**config.mk**
```make
export PLATFORM = sky130hd
export DESIGN_NAME = serial_word_deser
export DESIGN_NICKNAME = d
export VERILOG_FILES = /design/src/rtl/serial_word_deser.sv
export SDC_FILE = /design/constraint.sdc
export NUM_CORES = 1
export LEC_CHECK = 0
export ABC_AREA = 1
export CORE_UTILIZATION = 40
export CTS_CLUSTER_SIZE = 20
export DETAILED_ROUTE_END_ITERATION = 8
export SETUP_SLACK_MARGIN = 0.05
export SLEW_MARGIN = 5
export SYNTH_ARGS = -nofsm -noshare
export SYNTH_HDL_FRONTEND = slang
export SYNTH_SLANG_ARGS = --single-unit
```
**constraint.sdc**
```tcl
create_clock -name clk -period 2.14 [get_ports clk]
set_input_delay 0.428 -clock clk [delete_from_list [all_inputs] [get_ports clk]]
set_output_delay 0.428 -clock clk [all_outputs]
set_load 0.02 [all_outputs]
```
**src/rtl/serial_word_deser.sv**
```systemverilog
// Framed serial-to-parallel deserializer: assembles MSB-first WIDTH-bit words
// and presents them through a 2-entry valid/ready output buffer.
module serial_word_deser #(
  parameter int WIDTH = 16
) (
  input  logic             clk,
  input  logic             rst,
  input  logic             bit_in,
  input  logic             bit_valid,
  input  logic             sof,
  output logic [WIDTH-1:0] out_data,
  output logic             out_valid,
  input  logic             out_ready,
  output logic             overflow
);

  localparam int CW = (WIDTH > 2) ? $clog2(WIDTH) : 1;
  localparam logic [CW-1:0] LAST = CW'(WIDTH - 1);

  typedef enum logic {IDLE, COLLECT} state_t;

  state_t           state_q, state_d;
  logic [WIDTH-1:0] shreg_q, shreg_d;
  logic [CW-1:0]    cnt_q, cnt_d;
  logic [WIDTH-1:0] head_q, head_d;
  logic [WIDTH-1:0] tail_q, tail_d;
  logic [1:0]       count_q, count_d;
  logic             valid_q, valid_d;
  logic             ovf_q, ovf_d;
  logic             push;
  logic             pop;
  logic [WIDTH-1:0] word;

  assign word = {shreg_q[WIDTH-2:0], bit_in};
  assign pop  = valid_q & out_ready;

  // sof always restarts a word, even on what would have been the final bit
  always_comb begin
    state_d = state_q;
    shreg_d = shreg_q;
    cnt_d   = cnt_q;
    push    = 1'b0;
    if (bit_valid) begin
      if (sof) begin
        shreg_d = {{(WIDTH-1){1'b0}}, bit_in};
        cnt_d   = CW'(1);
        state_d = COLLECT;
      end else if (state_q == COLLECT) begin
        shreg_d = word;
        if (cnt_q == LAST) begin
          cnt_d = '0;
          push  = 1'b1;
        end else begin
          cnt_d = cnt_q + 1'b1;
        end
      end
    end
  end

  // Head register drives out_data directly and is zeroed whenever the buffer empties
  always_comb begin
    head_d  = head_q;
    tail_d  = tail_q;
    count_d = count_q;
    valid_d = valid_q;
    ovf_d   = ovf_q;
    case (count_q)
      2'd0: begin
        if (push) begin
          head_d  = word;
          count_d = 2'd1;
          valid_d = 1'b1;
        end
      end
      2'd1: begin
        if (pop && push) begin
          head_d = word;
        end else if (pop) begin
          head_d  = '0;
          count_d = 2'd0;
          valid_d = 1'b0;
        end else if (push) begin
          tail_d  = word;
          count_d = 2'd2;
        end
      end
      default: begin
        if (pop) begin
          head_d  = tail_q;
          tail_d  = push ? word : '0;
          count_d = push ? 2'd2 : 2'd1;
        end else if (push) begin
          ovf_d = 1'b1;
        end
      end
    endcase
  end

  always_ff @(posedge clk or posedge rst) begin
    if (rst) begin
      state_q <= IDLE;
      shreg_q <= '0;
      cnt_q   <= '0;
      head_q  <= '0;
      tail_q  <= '0;
      count_q <= 2'd0;
      valid_q <= 1'b0;
      ovf_q   <= 1'b0;
    end else begin
      state_q <= state_d;
      shreg_q <= shreg_d;
      cnt_q   <= cnt_d;
      head_q  <= head_d;
      tail_q  <= tail_d;
      count_q <= count_d;
      valid_q <= valid_d;
      ovf_q   <= ovf_d;
    end
  end

  assign out_data  = head_q;
  assign out_valid = valid_q;
  assign overflow  = ovf_q;

endmodule

```
==> summary.md <==
| Metric | Value |
|---|---|
| Max Cap Viol | `0` |
| Starting density of the core | `0.413` |
| Final Hold Vio Count | `0` |
| Synthesized flop and latch total | `56` |
| Internal | `1900 µW` |
| Area grow syn2layout | `15.2%` |
| Die area | `0.00689 mm²` |
| DP Wirelength | `3250 µm` |
| Worst setup SP type | `flip-flop` |
| DR pass1 iterations | `4` |
| Hold Buf Count CTS | `0` |
| Total global-route track usage | `0.156` |
| Min cycle time layout | `1.72 ns` |
| Ranking of synthesized cells by area | `dfrtp_1 (53%), nand2_1 (23%), inv_1 (3.3%)` |
| Initial antenna violation count | `0` |
| Max Freq | `581 MHz` |
| Final count of pins violating max slew | `0` |
| Iteration-0 DRC Markers | `137` |
| Switching Fraction | `0.325` |
| Crit Path Class | `reg2out` |
| Ys flop type | `dfrtp_1` |
| Highest-delay cell along the critical path | `clkdlybuf4s50_1` |
| Clock Latency Late Sink | `0.32 ns` |
| Total negative slack | `0 ns` |
| Final setup vio count | `0` |
| Sequential share of power | `0.457` |
| Antenna cells | `0` |
| Nets@finish | `339` |
| Crit path DAT | `1.29 ns` |
| Root Driver | `clkbuf_8` |
| Synth area leader | `dfrtp_1` |
| Leakage power | `0.00152 µW` |
| Share of cells above drive strength 1 | `0.0967` |
| R2r endpoint | `out_data[2]` |
| Number of flops mapped to enable cells by yosys | `0` |
| Die Y-Extent | `83.0 µm` |
| Ys async rst share | `1.00` |
| WP data required | `1.71 ns` |
| CP endpoint kind | `primary output` |
| Die width | `83.0 µm` |
| DRC errors left | `0` |
| Hold Crit Class | `in2async` |
| Clk sinks | `56` |
| Antenna Nets Post-Route | `0` |
| Synth Warn # | `0` |
| Crit-path cells | `clkdlybuf4s50_1` |
| Origin of the critical flop-to-flop path | `cnt_q[0]` |
| Wirelength, routed | `4790 µm` |
| RSZ-0062 raised after global routing | `no` |
| Seq/Total Area, Yosys | `0.534` |
| FP Rows | `29` |
| Routed len/inst | `11.7 µm` |
| GR Overflow Total | `0` |
| Largest net degree at the start of global routing | `57` |
| Non-filler cells, final | `408` |
| Synthesized Nets | `314` |
| Sw power | `912 µW` |
| CP peak stage delay | `0.60 ns` |
| GPL Wtd Cong | `0.824` |
| Status | `complete, no violations` |
| First-pass GRT wire length | `8720 µm` |
| Vias/cell | `4.74` |
| Clock tree buffer depth | `2` |
| CP startpoint | `out_data[4]` |
| Count of different cell masters after synthesis | `30` |
| Worst R2R Setup Slack | `0.53 ns` |
| Setup Buffers After CTS | `0` |
| Mapped Area | `0.00263 mm²` |
| I/O pin count | `24` |
| Worst vdd ir | `0.484 mV` |
| CP Depth | `1` |
| CTS tree | `built` |
| Most frequent cells in the layout | `nand2_1 (159), dfrtp_1 (56), clkdlybuf4s50_1 (23), inv_1 (22), o22ai_1 (13)` |
| Clock power frac | `0.253` |
| Placed Area | `0.00291 mm²` |
| Syn Area/Cell | `8.61 µm²` |
| Comb pwr share | `0.289` |
| Filler cell count | `602` |
| Top delay family on crit path | `buffers and inverters` |
| Pwr/cell area | `929 mW/mm²` |
| CP Capture Point | `out_data[4]` |
| Final period util | `0.804` |
| Via count | `1934` |
| Core footprint | `0.00635 mm²` |
| Worst Path Buf+Inv | `1` |
| Post-layout instance area | `0.00302 mm²` |
| Worst r2r path cells | `9` |
| CP Max Fanout | `2` |
| Top cell type's share of synthesized area | `0.534` |
| Post-CTS sizing | `0` |
| Clock transition at the registers of the reported paths | `0.11 ns` |
| PortBufs | `23` |
| Worst-Margin Slew | `0.542 ns` |
| TritonCTS Buffers | `5` |
| Post-Syn Instances | `305` |
| Worst rel slew slack | `0.638` |
| Number of global-route vias before repair | `1782` |
| Placed instance count | `400` |
| H-Tree Depth | `2` |
| Leading cell type in the layout, fill and taps excluded | `nand2_1` |
| Clock skew | `0.0125 ns` |
==> sequential cells by signal, indices dropped and copies added, names as in the netlist <==
register   flops
shreg_q       15
overflow       1
count_q        2
tail_q        16
out_valid      1
cnt_q          4
out_data      16
state_q        1
==> cell usage after synthesis, types with 2 or more instances <==
library cell	n
nand2_1	159
dfrtp_1	56
inv_1	23
o22ai_1	13
nand3_1	7
nand2_4	5
o21ai_0	5
buf_6	4
ha_1	3
inv_2	3
nand2_2	3
nand4_1	3
a21oi_1	2
clkbuf_1	2
nor2_2	2
==> stage by stage <==
step                worst slack [ns]   util  hold WS (ns)  power [µW]
floorplan                      0.341      -         0.442        1810
global placement               0.150  0.458         0.454        2120
detailed placement             0.114  0.458         0.458        2130
CTS                            0.407  0.476         0.483        2840
global route                   0.336  0.476         0.486        2970
finish                         0.420  0.476         0.458        2810
==> worst register-to-register path: stages, from the launching register on <==
cell,delay (ns)
dfrtp_1,0.40
ha_1,0.22
nand3_1,0.19
nor2_8,0.20
nand2_4,0.10
nand2_4,0.18
nand2_1,0.08
nand2_1,0.09
nand2_1,0.06
nand2_1,0.05
==> how the worst min path moves through the flow <==
stage	end	slack [ns]	cells past startpoint
after floorplan	tail_q[0]	0.44	2
after global placement	tail_q[10]	0.45	2
after detailed placement	tail_q[12]	0.46	2
after CTS	out_data[3]	0.48	3
after global routing	out_data[3]	0.49	3
final	out_data[3]	0.46	3
==> routing by layer <==
| layer | share of wire | up-vias | wire (µm) | track usage |
|---|---|---|---|---|
| li1 | - | 995 | - | - |
| met1 | 0.54 | 906 | 2580 | 0.238 |
| met2 | 0.42 | 28 | 2000 | 0.221 |
| met3 | 0.030 | 5 | 144 | 0.0358 |
| met4 | 0.014 | 0 | 66 | 0.0470 |
| met5 | 0 | - | 0 | 0 |
==> power by group through the flow <==
stage | clock network [µW] | logic [µW] | registers (µW)
2_1_floorplan | 0 | 359 | 1450
3_3_place_gp | 0 | 815 | 1300
3_5_place_dp | 0 | 821 | 1310
4_1_cts | 729 | 823 | 1290
5_1_grt | 770 | 888 | 1310
6_report | 711 | 813 | 1290
==> final cells by class <==
class	count	area [µm²]	area share
Sequential cell	56	1400	0.463
Inverter	27	114	0.0376
Multi-Input combinational cell	213	1020	0.339
Tap cell	77	96.3	0.0319
Timing Repair Buffer	27	273	0.0902
Clock inverter	3	46.3	0.0153
Clock buffer	5	68.8	0.0228
==> kinds of logic (layout without fill, tap and decap cells) <==
| group | Yosys count | in the layout | share of synthesized area |
|---|---|---|---|
| AND/OR/NAND/NOR | 186 | 186 | 0.319 |
| flip-flops | 56 | 56 | 0.534 |
| buffers and inverters | 36 | 62 | 0.0758 |
| AO/OA/AOI/OAI | 24 | 24 | 0.0567 |
| adder cells (fa/ha/maj) | 3 | 3 | 0.0143 |
No activity file was read; power rests on OpenSTA's default activity.
